[src/rtl/div_pkg.sv]
// Shared types and constants for the sequential signed divider.
package div_pkg;

  localparam int WIDTH = 32;
  localparam int ITER  = 32;
  localparam int CNT_W = 5;

  typedef enum logic [1:0] {
    IDLE = 2'd0,
    CALC = 2'd1,
    DONE = 2'd2
  } state_t;

  localparam logic [WIDTH-1:0] INT_MIN = 32'h8000_0000;
  localparam logic [WIDTH-1:0] NEG_ONE = 32'hFFFF_FFFF;

  // Magnitude as unsigned; INT_MIN maps onto itself, which is the correct unsigned value.
  function automatic logic [WIDTH-1:0] abs_val(input logic [WIDTH-1:0] v);
    return v[WIDTH-1] ? ((~v) + WIDTH'(1)) : v;
  endfunction

endpackage

[src/rtl/div_step.sv]
// One combinational restoring-division step: shift {rem, quo} left, trial-subtract, keep or restore.
module div_step
  import div_pkg::*;
(
  input  logic [WIDTH-1:0] i_rem,
  input  logic [WIDTH-1:0] i_quo,
  input  logic [WIDTH-1:0] i_divisor,
  output logic [WIDTH-1:0] o_rem,
  output logic [WIDTH-1:0] o_quo
);

  logic [WIDTH-1:0] w_rem_sh;
  logic [WIDTH-1:0] w_quo_sh;
  logic [WIDTH:0]   w_trial;

  // Remainder stays below the divisor (at most 2^31), so the shifted-out MSB is always 0.
  assign w_rem_sh = {i_rem[WIDTH-2:0], i_quo[WIDTH-1]};
  assign w_quo_sh = {i_quo[WIDTH-2:0], 1'b0};
  assign w_trial  = {1'b0, w_rem_sh} - {1'b0, i_divisor};

  // NOTE: every output gets a default first so always_comb can never infer a latch.
  always_comb begin
    o_rem = w_rem_sh;
    o_quo = w_quo_sh;
    if (!w_trial[WIDTH]) begin
      o_rem = w_trial[WIDTH-1:0];
      o_quo = {w_quo_sh[WIDTH-1:1], 1'b1};
    end
  end

endmodule

[src/rtl/seq_divider.sv]
// Multi-cycle signed 32-bit divider: one restoring step per clock, truncating quotient.
module seq_divider
  import div_pkg::*;
(
  input  logic             clock,
  input  logic             reset_n,
  input  logic             ctrl_DIV,
  input  logic [WIDTH-1:0] data_operandA,
  input  logic [WIDTH-1:0] data_operandB,
  output logic [WIDTH-1:0] data_result,
  output logic             data_exception,
  output logic             data_resultRDY,
  output logic             busy
);

  state_t             r_state;
  logic [CNT_W-1:0]   r_count;
  logic [WIDTH-1:0]   r_rem;
  logic [WIDTH-1:0]   r_quo;
  logic [WIDTH-1:0]   r_divisor;
  logic               r_sign;
  logic               r_exc_pend;
  logic [WIDTH-1:0]   r_result;
  logic               r_exc;
  logic               r_rdy;
  logic               r_busy;

  logic [WIDTH-1:0]   w_next_rem;
  logic [WIDTH-1:0]   w_next_quo;
  logic [WIDTH-1:0]   w_fixed;
  logic               w_div_zero;
  logic               w_overflow;

  div_step u_step (
    .i_rem     (r_rem),
    .i_quo     (r_quo),
    .i_divisor (r_divisor),
    .o_rem     (w_next_rem),
    .o_quo     (w_next_quo)
  );

  assign w_div_zero = (data_operandB == '0);
  assign w_overflow = (data_operandA == INT_MIN) && (data_operandB == NEG_ONE);
  assign w_fixed    = r_sign ? ((~r_quo) + WIDTH'(1)) : r_quo;

  // NOTE: sequential state uses non-blocking assignments so every register samples pre-edge values.
  always_ff @(posedge clock or negedge reset_n) begin
    if (!reset_n) begin
      r_state    <= IDLE;
      r_count    <= '0;
      r_rem      <= '0;
      r_quo      <= '0;
      r_divisor  <= '0;
      r_sign     <= 1'b0;
      r_exc_pend <= 1'b0;
      r_result   <= '0;
      r_exc      <= 1'b0;
      r_rdy      <= 1'b0;
      r_busy     <= 1'b0;
    end else begin
      case (r_state)
        IDLE: begin
          r_rdy  <= 1'b0;
          r_busy <= ctrl_DIV;
          if (ctrl_DIV) begin
            r_count   <= '0;
            r_rem     <= '0;
            r_divisor <= abs_val(data_operandB);
            // Exception cases preload the final quotient and skip the iteration.
            if (w_div_zero) begin
              r_quo      <= '0;
              r_sign     <= 1'b0;
              r_exc_pend <= 1'b1;
              r_state    <= DONE;
            end else if (w_overflow) begin
              r_quo      <= INT_MIN;
              r_sign     <= 1'b0;
              r_exc_pend <= 1'b1;
              r_state    <= DONE;
            end else begin
              r_quo      <= abs_val(data_operandA);
              r_sign     <= data_operandA[WIDTH-1] ^ data_operandB[WIDTH-1];
              r_exc_pend <= 1'b0;
              r_state    <= CALC;
            end
          end
        end

        CALC: begin
          r_rem   <= w_next_rem;
          r_quo   <= w_next_quo;
          r_count <= r_count + CNT_W'(1);
          if (r_count == CNT_W'(ITER - 1)) begin
            r_state <= DONE;
          end
        end

        DONE: begin
          // Results land with the RDY pulse; busy is held through that cycle.
          r_result <= w_fixed;
          r_exc    <= r_exc_pend;
          r_rdy    <= 1'b1;
          r_state  <= IDLE;
        end

        default: r_state <= IDLE;
      endcase
    end
  end

  assign data_result    = r_result;
  assign data_exception = r_exc;
  assign data_resultRDY = r_rdy;
  assign busy           = r_busy;

endmodule

[config.mk]
export PLATFORM = sky130hd
export DESIGN_NAME = seq_divider
export DESIGN_NICKNAME = d
export VERILOG_FILES = /design/src/rtl/div_pkg.sv /design/src/rtl/div_step.sv /design/src/rtl/seq_divider.sv
export SDC_FILE = /design/constraint.sdc
export NUM_CORES = 1
export LEC_CHECK = 0
export ABC_AREA = 1
export CAP_MARGIN = 20
export CELL_PAD_IN_SITES_DETAIL_PLACEMENT = 1
export CELL_PAD_IN_SITES_GLOBAL_PLACEMENT = 2
export CORE_MARGIN = 3
export CORE_UTILIZATION = 33
export DETAILED_ROUTE_END_ITERATION = 6
export PLACE_DENSITY_LB_ADDON = 0.2
export SETUP_SLACK_MARGIN = 0.4
export SYNTH_ARGS = -nofsm -noshare
export SYNTH_HDL_FRONTEND = slang
export SYNTH_SLANG_ARGS = --single-unit
[constraint.sdc]
create_clock -name clock -period 2.7 [get_ports clock]
set_input_delay 0.27 -clock clock [delete_from_list [all_inputs] [get_ports clock]]
set_output_delay 0.27 -clock clock [all_outputs]
set_load 0.02 [all_outputs]
==> impl_metrics.json, run 1 <==
{
  "yosysWarningCount": 0,
  "antenna_cells": 0,
  "first_pass_iters": 5,
  "grtUsageTotal_pct": 21.9,
  "gp_congestion": 0.855,
  "vias": 11502,
  "grt_pass1_vias": 11520,
  "status": "completed",
  "rows": 67,
  "dr.max_layer_used": "met4",
  "drive_gt1_share_pct": 11.9,
  "slew_headroom_pct": 57.2,
  "synthesis.instances": 1737,
  "syn_nets": 1843,
  "wl_met1_um": 21900,
  "clk_pin_slew_worst_paths_ns": 0.06,
  "finalCriticalPeriod_ns": 2.33,
  "whs_ns": 0.353,
  "startpoint_type": "register",
  "worst_ep_required_time_ns": 3.05,
  "flow.area_growth_from_synthesis_pct": 24.9,
  "async_flop_share_pct": 100,
  "ant_nets": 0,
  "antenna_found_initial": 0,
  "die_w_um": 191,
  "seq_area_frac_synth_pct": 30.9,
  "final_util_pct": 41.9,
  "final_hold_viol_count": 0,
  "synth_ff_type": "dfrtp_1",
  "core_area_um2": 33600,
  "grt_overflow": 0,
  "place.port_buffers": 101,
  "ctsHtreeMaxLevel": 4,
  "synth_edf_count": 0,
  "cts_tree": "done",
  "ys_ff_latch": 139,
  "syn_area_um2": 11300,
  "die_area_um2": 36400,
  "p_leak_nw": 7.04,
  "endpoint_kind": "register",
  "root_buffer": "clkbuf_16",
  "fin_skew_ns": 0.0126,
  "clock_sinks": 139,
  "grt_pass1_wl_um": 63300,
  "tightest_slew_ns": 0.641,
  "syn_area_per_cell_um2": 6.49,
  "finalCritPeriodShare_pct": 86.3,
  "setup_tns_ns": 0,
  "power_density_nw_per_um2": 1460,
  "nets": 1962,
  "yosysUniqueCellTypes": 47,
  "fp.dieH_um": 191,
  "synth_top_area_share_pct": 30.9,
  "synth_top_cells_by_area": "dfrtp_1 31%, nand2_1 19%, inv_1 8.5%",
  "io_pins": 102,
  "drv_slew": 0,
  "drv_cap": 0,
  "cp.arrival_ns": 2.68,
  "hold_class": "in2async",
  "ff2ff_setup_slack_ns": 0.37,
  "clk_latency_ns": 0.44,
  "post-dp-hpwl_um": 31400,
  "drtIter0Drc": 578,
  "yosys-top-cells-count": "556 x nand2_1, 256 x inv_1, 168 x nand3_1, 145 x nor2_1, 139 x dfrtp_1",
  "max_freq_mhz": 429,
  "avgRoutedWirePerCell_um": 17.4,
  "setup_viol": 0,
  "wl_met2_um": 16900,
  "grt_max_degree": 69,
  "worst-path-max-fanout": 8,
  "post-synth-top-count-cell": "nand2_1",
  "post-route-drc-count": 0,
  "yosys.area.top_type": "dfrtp_1",
  "critPathKind": "reg2reg",
  "avgViaCountPerCell": 4.97,
  "rsz0062_at_grt": "yes",
  "cts_buffers": 17,
  "ir_worst_vdd_mv": 0.611,
  "start_util_pct": 33.5,
  "wl_met3_um": 1250,
  "drt-total-wl_um": 40400,
  "clockBufferDepth": 2
}
## routing by layer
layer | vias up | GRT usage [%]
met5 | - | 0
met4 | 0 | 3.75
met3 | 20 | 1.95
met2 | 187 | 32.5
met1 | 5541 | 34.6
li1 | 5754 | -
## kinds of logic after synthesis
kind of cell	after synthesis	share of synthesized area (%)
simple gates	981	37.5
compound gates	200	10.9
fa+ha+maj	39	4.40
buf+inv	312	11.2
flops	139	30.9
xor+xnor	66	5.13
## final timing paths
check / startpoint / cells past startpoint / endpoint
worst max-delay path: r_quo[31]$_DFFE_PN0P_ / 16 / r_rem[10]$_DFFE_PN0P_
min in group clock: data_result[26]$_DFFE_PN0P_ / 2 / data_result[26]$_DFFE_PN0P_
worst min-delay path: reset_n / 2 / data_result[11]$_DFFE_PN0P_
max in group asynchronous: reset_n / 3 / r_quo[2]$_DFFE_PN0P_
worst min register to register: data_result[26]$_DFFE_PN0P_ / 2 / data_result[26]$_DFFE_PN0P_
worst max register to register: r_quo[31]$_DFFE_PN0P_ / 16 / r_rem[10]$_DFFE_PN0P_
## critical path, stage by stage (launching register included)
cell     delay [ns]
dfrtp_1        0.39
inv_2          0.12
ha_4           0.15
inv_4          0.03
fa_2           0.37
nand3_2        0.09
nand3_2        0.11
nand2_2        0.10
nand2_4        0.07
nand2_4        0.10
nand2_4        0.07
nand2_8        0.09
nand2_8        0.11
buf_12         0.17
nand2_2        0.08
nand3_2        0.08
o21ai_1        0.09
## sequential cells by signal, indices dropped and copies added (netlist names)
register and count:
busy 1, data_exception 1, data_result 32, data_resultRDY 1, r_count 5, r_divisor 32, r_exc_pend 1, r_quo 32
r_rem 31, r_sign 1, r_state 2
## stage by stage
step           area (um2)  total power [mW]  worst slack (ns)  instances
3_3_place_gp        12900              15.8            0.0879       2267
6_report            14100              20.5             0.369       2315
3_5_place_dp        12900              16.1            0.0829       2267
5_1_grt             14100              22.4             0.275       2315
4_1_cts             13600              19.0             0.421       2306
2_1_floorplan       11300              12.3             0.497       1737
## report_power, final
| part | internal [mW] | switching (mW) |
|---|---|---|
| sequential | 3.14 | 0.997 |
| clock | 1.61 | 0.959 |
| combinational | 5.15 | 8.68 |
## layout by cell type (no fill, tap or decap), types with 20 or more instances in the layout
| cell | netlist | final |
|---|---|---|
| buf_4 | 1 | 34 |
| nand3_1 | 168 | 150 |
| nand2_1 | 556 | 534 |
| nand3_2 | 2 | 20 |
| dfrtp_1 | 139 | 139 |
| nand4_1 | 31 | 31 |
| a21oi_1 | 25 | 25 |
| o21ai_2 | 19 | 23 |
| xor2_1 | 45 | 45 |
| ha_1 | 38 | 24 |
| nor3_1 | 20 | 20 |
| clkdlybuf4s50_1 | 0 | 100 |
| nand2_2 | 21 | 33 |
| inv_1 | 256 | 252 |
| a22oi_1 | 31 | 31 |
| nor2_1 | 145 | 141 |
| xnor2_1 | 21 | 20 |
| o21ai_0 | 83 | 73 |
## area by class of cell
cell class,instances,area [um2]
Clock buffer,20,467
Clock inverter,10,165
Fill cell,4300,19500
Inverter,265,997
Multi-Input combinational cell,1287,6930
Sequential cell,139,3480
Tap cell,448,561
Timing Repair Buffer,146,1480
## timing repair
action	in CTS	in global routing
cloned	0	3
gates resized for setup	8	94
endpoints found under the setup margin	31	46
pin swaps	2	22
endpoints found under the hold margin	51	0
buffers inserted	8	6
hold buffers	1	0
(Power assumes the default switching activity.)
==> run 2: changes to the inputs <==
Settings changed: PLACE_DENSITY set to 0.8, PLACE_DENSITY_LB_ADDON 0.2 to not set.
==> run 2 against run 1 <==
Final area decreased by 2.1%. Combinational power fell by 9%. Final cell count down 0.17%. Register-to-register slack improved by 0.05 ns. Largest cell class unchanged. Largest power group unchanged.
==> impl_metrics.json, run 2 (synthesis gave the netlist of run 1 again) <==
{
  "grt_max_degree": 50,
  "rows": 67,
  "worst-path-max-fanout": 15,
  "nets": 1957,
  "place_area_um2": 12800,
  "start_util_pct": 33.5,
  "startpoint_type": "register",
  "fp.dieH_um": 191,
  "die_area_um2": 36400,
  "place.port_buffers": 101,
  "clockBufferDepth": 2,
  "setup_viol": 0,
  "flow.area_growth_from_synthesis_pct": 22.3,
  "vias": 11379,
  "cts_buffers": 17,
  "antenna_cells": 0,
  "layout_common_cells": "545 x nand2_1, 248 x inv_1, 164 x nand3_1, 142 x nor2_1, 139 x dfrtp_1",
  "io_pins": 102,
  "cts_tree": "done",
  "finalCriticalPeriod_ns": 2.28,
  "post-dp-hpwl_um": 31300,
  "drv_slew": 0,
  "r2r-end": "r_rem[16]$_DFFE_PN0P_",
  "fin_area_um2": 13800,
  "fin_skew_ns": 0.0104,
  "worst_ep_required_time_ns": 3.06,
  "ir_worst_vdd_mv": 0.509,
  "final_util_pct": 41.0,
  "endpoint_kind": "register",
  "avgRoutedWirePerCell_um": 17.0,
  "max_freq_mhz": 439,
  "r2r_cells": 16,
  "clk_latency_ns": 0.43,
  "setup_tns_ns": 0,
  "r2r_start": "r_quo[31]$_DFFE_PN0P_",
  "critPathKind": "reg2reg",
  "drive_gt1_share_pct": 10.4,
  "drt-total-wl_um": 39200,
  "power_density_nw_per_um2": 1400,
  "drtIter0Drc": 583,
  "clock_sinks": 139,
  "hold_class": "in2async",
  "rsz0062_at_grt": "yes",
  "ctsHtreeMaxLevel": 4,
  "grtUsageTotal_pct": 21.9,
  "avgViaCountPerCell": 4.92,
  "ff2ff_setup_slack_ns": 0.42,
  "tightest_slew_ns": 0.562,
  "layout_commonest_cell": "nand2_1",
  "drv_cap": 0,
  "gp_congestion": 0.829,
  "clk_pin_slew_worst_paths_ns": 0.06,
  "post-route-drc-count": 0,
  "final_hold_viol_count": 0,
  "grt_pass1_vias": 11404,
  "slew_headroom_pct": 62.5,
  "ant_nets": 0,
  "core_area_um2": 33600,
  "status": "completed",
  "finalCritPeriodShare_pct": 84.4,
  "grt_overflow": 0,
  "die_w_um": 191,
  "root_buffer": "clkbuf_16",
  "first_pass_iters": 5,
  "grt_pass1_wl_um": 62900,
  "cp.arrival_ns": 2.64,
  "antenna_found_initial": 0,
  "p_leak_nw": 6.90
}
## run 2: worst max-delay path by stage
| stage | start | end | cells after the start |
|---|---|---|---|
| floorplan | r_quo[31]$_DFFE_PN0P_ | r_rem[21]$_DFFE_PN0P_ | 17 |
| global placement | data_operandA[0] | r_quo[22]$_DFFE_PN0P_ | 11 |
| detailed placement | r_quo[31]$_DFFE_PN0P_ | r_rem[8]$_DFFE_PN0P_ | 15 |
| CTS | r_quo[31]$_DFFE_PN0P_ | r_rem[16]$_DFFE_PN0P_ | 16 |
| global route | r_quo[31]$_DFFE_PN0P_ | r_rem[16]$_DFFE_PN0P_ | 16 |
| finish | r_quo[31]$_DFFE_PN0P_ | r_rem[16]$_DFFE_PN0P_ | 16 |
## run 2: power breakdown
part           leakage [nW]  switching [mW]  internal (mW)
clock network         0.292           0.986           1.54
registers              1.72           0.990           3.14
logic                  4.89            8.00           4.65
total                  6.90            9.98           9.33
## run 2: repair_timing
item	4_1_cts	5_1_grt
setup endpoints to repair	31	35
resized for setup	10	50
setup buffers	9	3
hold buffers	1	0
pin swaps	4	7
hold endpoints to repair	43	0
## run 2: stage by stage
stage               total power [mW]  cells  hold slack [ns]  worst slack (ns)
floorplan                       12.3   1737          -0.0256             0.497
detailed placement              16.0   2267            0.248             0.144
global placement                15.7   2267            0.245             0.219
CTS                             18.9   2308            0.353             0.407
global route                    21.2   2311            0.392             0.312
finish                          19.3   2311            0.354             0.422
## run 2: critical path, cell delays in order (launching register included)
cell     delay [ns]
dfrtp_1        0.40
inv_2          0.09
ha_1           0.16
inv_2          0.06
fa_2           0.34
nand3_1        0.10
nand3_2        0.09
nand2_2        0.09
nand2_4        0.07
nand2_4        0.09
nand2_4        0.08
nand2_8        0.09
nand2_8        0.07
buf_12         0.16
nand2_1        0.09
nand2_1        0.08
o21ai_1        0.15
## run 2: per-layer routing
metal	share of wire (%)	global-route usage (%)	wire [um]
met5	0	0	0
met4	0.85	4.15	332
met3	3.0	1.99	1160
met2	43	32.7	16700
met1	54	34.2	21000
## run 2: area by class of cell
cell class,instances,area [um2]
fill,4330,19800
multi-input combinational,1286,6750
sequential,139,3480
timing repair buffer,142,1380
inverter,265,995
tap,448,561
clock buffer,17,425
clock inverter,14,195
==> run 3: changes to the inputs <==
Clock period 2.7 ns to 2.4 ns, I/O delays scaled along.
==> run 3 against run 2 <==
Hold slack better by 0.0040 ns. Setup slack worse by 0.23 ns. Critical endpoint is now r_rem[6]$_DFFE_PN0P_. Largest cell class unchanged. Die area did not move. Sequential cell count did not move. Largest power group unchanged.
==> impl_metrics.json, run 3 (synthesis gave the netlist of run 1 again) <==
{
  "status": "completed",
  "tightest_slew_ns": 0.610,
  "cts_buffers": 17,
  "avgRoutedWirePerCell_um": 17.1,
  "layout_common_cells": "539 x nand2_1, 243 x inv_1, 152 x nand3_1, 137 x dfrtp_1, 131 x nor2_1",
  "flow.area_growth_from_synthesis_pct": 26.1,
  "max_freq_mhz": 454,
  "die_w_um": 191,
  "path_cells": "inv_2 > ha_4 > inv_4 > fa_2 > nand3_2 > nand3_2 > nand2_2 > nand2_2 > nand2_2 > nand2_4 > nand2_8 > nand2_8 > clkbuf_16 > nand2_1 > nand3_1 > o21ai_0",
  "switching_share_pct": 51.8,
  "clock_sinks": 139,
  "final_cells": 2333,
  "path_buf_inv": 3,
  "slew_headroom_pct": 59.3,
  "p_int_mw": 11.0,
  "drv_cap": 0,
  "total_power_mw": 22.8,
  "grt_max_degree": 54,
  "cpLargestDelayFamily": "simple AND/OR/NAND/NOR gates",
  "finalCritPeriodShare_pct": 91.8,
  "r2r-end": "r_rem[6]$_DFFE_PN0P_",
  "place_ws_ns": -0.0725,
  "cp.arrival_ns": 2.55,
  "power_density_nw_per_um2": 1600,
  "fp.dieH_um": 191,
  "dp_cells": 2283,
  "ant_nets": 0,
  "drv_slew": 0,
  "n_fill_cell": 4306,
  "drt-total-wl_um": 39800,
  "startpoint_type": "register",
  "first_pass_iters": 6,
  "worst-path-max-fanout": 7,
  "power_frac_seq_pct": 20.5,
  "comb_power_share_pct": 67.9,
  "setup_viol": 0,
  "grtUsageTotal_pct": 22.0,
  "ff2ff_setup_slack_ns": 0.20,
  "gp_congestion": 0.864,
  "core_area_um2": 33600,
  "place.port_buffers": 101,
  "clk_pin_slew_worst_paths_ns": 0.07,
  "root_buffer": "clkbuf_16",
  "p_leak_nw": 7.04,
  "r2r_start": "r_quo[31]$_DFFE_PN0P_",
  "clockBufferDepth": 2,
  "post-route-drc-count": 0,
  "finalCriticalPeriod_ns": 2.20,
  "die_area_um2": 36400,
  "crit_slowest_cell": "dfrtp_1",
  "cts_tree": "done",
  "drive_gt1_share_pct": 13.6,
  "rows": 67,
  "fin_skew_ns": 0.0146,
  "final_hold_viol_count": 0,
  "drtIter0Drc": 592,
  "multiInputGateArea_um2": 6950,
  "vias": 11530,
  "nets": 1978,
  "grt_pass1_wl_um": 63700,
  "layout_commonest_cell": "nand2_1",
  "io_pins": 102,
  "rsz0062_at_grt": "yes",
  "avgViaCountPerCell": 4.94,
  "hold_class": "in2async",
  "clkPwrFrac_pct": 11.6,
  "p_sw_mw": 11.8,
  "ctsHtreeMaxLevel": 4,
  "clk_latency_ns": 0.44,
  "grt_pass1_vias": 11721,
  "cpPeakStageDelay_ns": 0.39,
  "ir_worst_vdd_mv": 0.680,
  "post-dp-hpwl_um": 31400,
  "whs_ns": 0.358,
  "r2r_cells": 16,
  "start_util_pct": 33.5,
  "worst_ep_required_time_ns": 2.75,
  "setup_ws_ns": 0.197,
  "critPathKind": "reg2reg",
  "endpoint_kind": "register",
  "cp_common_cell": "nand2_2",
  "antenna_found_initial": 0,
  "antenna_cells": 0,
  "grt_overflow": 0,
  "seq_area_um2": 3480
}
## run 3: cell types whose count changed in the layout (fill, tap and decap cells not counted), moves of 7 or more
cell / change
buf_4: +13
ha_4: +8
nand2_2: +9
nand3_1: -12
nand3_2: +11
nor2_1: -11
nor2_2: +8
o21ai_0: -7
## run 3: what timing repair did
action / in CTS / in global routing
buffers inserted: 5 / 9
endpoints found under the setup margin: 36 / 74
pin swaps: 9 / 18
hold endpoints to repair: 50 / 0
hold buffers: 1 / 0
gates cloned: 1 / 2
gates resized for setup: 33 / 74
## run 3: power by group through the flow
stage / Combinational, mW / Sequential (mW) / Clock (mW)
3_5_place_dp: 13.8 / 4.59 / 0
5_1_grt: 17.4 / 4.81 / 2.80
6_report: 15.5 / 4.66 / 2.64
4_1_cts: 14.4 / 4.58 / 2.71
2_1_floorplan: 9.41 / 4.55 / 0
3_3_place_gp: 13.5 / 4.55 / 0
## run 3: worst max-delay path by stage
| stage | startpoint | depth (start not counted) | end |
|---|---|---|---|
| after floorplan | r_quo[31]$_DFFE_PN0P_ | 17 | r_rem[21]$_DFFE_PN0P_ |
| after global placement | data_operandB[0] | 10 | r_divisor[26]$_DFFE_PN0P_ |
| after detailed placement | data_operandB[0] | 10 | r_divisor[30]$_DFFE_PN0P_ |
| after CTS | r_quo[31]$_DFFE_PN0P_ | 16 | r_rem[10]$_DFFE_PN0P_ |
| after global routing | r_divisor[7]$_DFFE_PN0P_ | 15 | r_rem[16]$_DFFE_PN0P_ |
| final | r_quo[31]$_DFFE_PN0P_ | 16 | r_rem[6]$_DFFE_PN0P_ |
## run 3: cell type report
type | instances | share of cell area [%]
sequential | 139 | 24.5
timing repair buffer | 163 | 11.6
inverter | 265 | 7.01
tap | 448 | 3.94
clock buffer | 18 | 3.09
multi-input combinational | 1286 | 48.9
clock inverter | 14 | 0.968
## run 3: per-layer routing
layer  track usage, %  routed length [um]  vias to the layer above
met1             34.9               21400                     5495
li1                 -                   -                     5798
met2             32.0               16500                      211
met4             4.15                 387                        0
met5                0                   0                        -
met3             2.57                1520                       26
## run 3: stage by stage
stage / setup TNS [ns] / util, % / cell area, um2
global route: 0 / 42.3 / 14200
floorplan: 0 / - / 11300
detailed placement: -0.0867 / 38.8 / 13000
global placement: 0 / 38.8 / 13000
finish: 0 / 42.3 / 14200
CTS: 0 / 41.1 / 13800
## run 3: worst register-to-register path, cell delays in order (launching register included)
cell	delay (ns)
dfrtp_1	0.39
inv_2	0.11
ha_4	0.15
inv_4	0.03
fa_2	0.34
nand3_2	0.07
nand3_2	0.09
nand2_2	0.07
nand2_2	0.06
nand2_2	0.10
nand2_4	0.08
nand2_8	0.11
nand2_8	0.11
clkbuf_16	0.19
nand2_1	0.06
nand3_1	0.06
o21ai_0	0.10
==> RTL edit: new RTL, settings of run 1 <==
`CNT_W`: 5 -> 10.
--- a/src/rtl/div_pkg.sv
+++ b/src/rtl/div_pkg.sv
@@ -4,5 +4,5 @@
   localparam int WIDTH = 32;
   localparam int ITER  = 32;
-  localparam int CNT_W = 5;
+  localparam int CNT_W = 10;
 
   typedef enum logic [1:0] {
Behaviour: no difference found for any inputs over 10 cycles, from zero or initial values and one cycle with reset_n low; that may be too few to reach the edited logic, so the function may still have changed.
==> RTL edit against run 1 <==
Sequential share of layout area rose by 1.3 points. Setup slack improved by 0.11 ns. Critical path type unchanged. Sequential cell count rose by 5. Hold slack improved by 0.049 ns. Critical path depth fell by 3. Global-route usage rose by 1.4 points. Synthesized area fell by 1.0%. Core utilization rose by 0.25 points. Wire length rose by 3.3%. Design area fell by 1.4%. Largest cell class unchanged. Power fell by 14%. Final cell count fell by 0.78%.
==> RTL edit: results (changes against run 1) <==
| Metric | Value |
|---|---|
| Total global-route track usage | `0.232 (was 0.219)` |
| Largest net degree at the start of global routing | `59 (was 69)` |
| # nets final | `1,947 (was 1,962)` |
| GPL Wtd Cong | `0.873 (was 0.855)` |
| Post-CTS setup buffer count | `1 (was 8)` |
| Reg2reg start | `r_rem[21]$_DFFE_PN0P_ (was r_quo[31]$_DFFE_PN0P_)` |
| DP Wirelength | `32.8 mm (was 31.4 mm)` |
| # setup viols final | `0 (unchanged)` |
| Async S/R FF share, synth | `1.00 (unchanged)` |
| Peak supply drop | `0.452 mV (was 0.611 mV)` |
| Placed inst area | `12,800 um2 (was 12,900 um2)` |
| Drt wl/cell | `18.2 um (was 17.4 um)` |
| Antenna diodes | `0 (unchanged)` |
| Clk root buf | `clkbuf_16 (unchanged)` |
| Share of post-route cells with drive strength above 1 | `0.0836 (was 0.119)` |
| CTS buffer count | `17 (unchanged)` |
| Sequential area share after synthesis | `0.323 (was 0.309)` |
| Longest Clk Path Bufs | `2 (unchanged)` |
| First-pass GRT wire length | `66.0 mm (was 63.3 mm)` |
| Synth top cells by count | `nand2_1 (567), inv_1 (240), nand3_1 (168), nor2_1 (150), dfrtp_1 (144) (was nand2_1 (556), inv_1 (256), nand3_1 (168), nor2_1 (145), dfrtp_1 (139))` |
| Fillcell total | `4,244 (was 4,300)` |
| I/O Buffers | `101 (unchanged)` |
| Worst-Skew Late Latency | `0.43 ns` |
| Syn Nets | `1,837 (was 1,843)` |
| Area contributors post-synth | `dfrtp_1 (32%), nand2_1 (19%), inv_1 (8.1%), nand3_1 (7.5%), nor2_1 (5.0%) (was dfrtp_1 (31%), nand2_1 (19%), inv_1 (8.5%), nand3_1 (7.5%), nor2_1 (4.8%))` |
| Psw | `8.73 mW (was 10.6 mW)` |
| Yosys cell types | `41 (was 47)` |
| Post-CTS Resized | `11 (was 8)` |
| Outcome | `completed (unchanged)` |
| Primary FF master, synth | `dfrtp_1 (unchanged)` |
| Initial antenna violation count | `0 (unchanged)` |
| CP Max Fanout | `8 (unchanged)` |
| Iter 0 DRT Violations | `608 (was 578)` |
| Hold WC Path Type | `primary input to asynchronous set/reset pin (unchanged)` |
| Final setup skew | `0.0125 ns (was 0.0126 ns)` |
| Actual slew at the worst max-slew pin | `0.680 ns (was 0.641 ns)` |
| Total number of vias | `11,580 (was 11,502)` |
| R2R depth | `13 (was 16)` |
| Leak Pwr | `6.90 nW (was 7.04 nW)` |
| Drt pass-1 iters | `5 (unchanged)` |
| Clock transition at path regs | `around 0.070 ns` |
| Worst Path Arrival | `2.58 ns (was 2.68 ns)` |
| Number of synthesized flops with an enable pin | `0 (unchanged)` |
| Post-CTS Hold Buffers | `1 (unchanged)` |
| Crit path launch type | `flip-flop (unchanged)` |
| H-Tree Depth | `4 (unchanged)` |
| YS warnings | `0 (unchanged)` |
[RTL edit: cell count changes in the layout (fill, tap and decap cells not counted), sizes merged, moves of 3 or more]
cell	change
nand4	+3
a31oi	-7
a21oi	+3
xor2	+5
xnor2	+4
or2	+4
inv	-17
o21bai	+3
o22ai	+3
nand2	-5
buf	-9
dfrtp	+5
nor2	+4
[RTL edit: final cells by class]
| class | count | area [um2] | area share |
|---|---|---|---|
| inverters | 247 | 933 | 0.0673 |
| clock inverters | 12 | 181 | 0.0131 |
| flip-flops and latches | 144 | 3600 | 0.260 |
| well taps | 442 | 553 | 0.0398 |
| repair buffers | 137 | 1390 | 0.100 |
| clock buffers | 20 | 447 | 0.0322 |
| multi-input cells | 1295 | 6770 | 0.488 |
[RTL edit: through the flow]
step | instances | hold WS (ns) | setup WS (ns) | total power [mW]
2_1_floorplan | 1732 | -0.0256 | 0.456 | 10.8
3_3_place_gp | 2256 | 0.303 | 0.274 | 13.5
3_5_place_dp | 2256 | 0.307 | 0.195 | 13.8
4_1_cts | 2290 | 0.407 | 0.406 | 16.6
5_1_grt | 2297 | 0.429 | 0.351 | 19.4
6_report | 2297 | 0.402 | 0.479 | 17.6
[RTL edit: path summary, 6_finish.rpt]
kind                                               end  slack, ns
setup / recovery                  r_rem[8]$_DFFE_PN0P_       0.48
hold / removal             data_result[24]$_DFFE_PN0P_       0.40
setup reg to reg                  r_rem[8]$_DFFE_PN0P_       0.48
hold reg to reg            data_result[21]$_DFFE_PN0P_       0.48
max in group asynchronous        r_quo[16]$_DFFE_PN0P_       1.58
min in group clock         data_result[21]$_DFFE_PN0P_       0.48
[RTL edit: cells by family after synthesis]
group / synth area share
AO/OA/AOI/OAI: 0.0982
buffers and inverters: 0.102
flip-flops: 0.323
XOR/XNOR: 0.0589
adder cells (fa/ha/maj): 0.0433
AND/OR/NAND/NOR: 0.375
[RTL edit: worst max-delay path: stages (launching register included)]
cell,delay (ns)
dfrtp_1,0.40
ha_1,0.40
nand2_2,0.16
inv_2,0.04
nand2_1,0.06
nand2_1,0.10
a21oi_4,0.19
nor2_4,0.07
nor2_8,0.17
nand2_8,0.13
clkbuf_16,0.20
nand2_1,0.06
nand3_1,0.06
o21ai_0,0.10
[RTL edit: metal layers]
layer  GRT usage  wire length [um]  vias to the layer above
met5           0                 0                        -
met4      0.0412               495                        0
met3      0.0328              2010                       31
met2       0.340             17400                      229
met1       0.364             21800                     5577
li1            -                 -                     5743
[RTL edit: power groups by stage]
stage | Clock [mW] | Combinational [mW] | Sequential (mW)
after floorplan | 0 | 7.14 | 3.62
after global placement | 0 | 9.63 | 3.91
after detailed placement | 0 | 9.87 | 3.93
after CTS | 2.66 | 10.0 | 3.91
after global routing | 2.76 | 12.5 | 4.10
final | 2.59 | 11.0 | 3.99
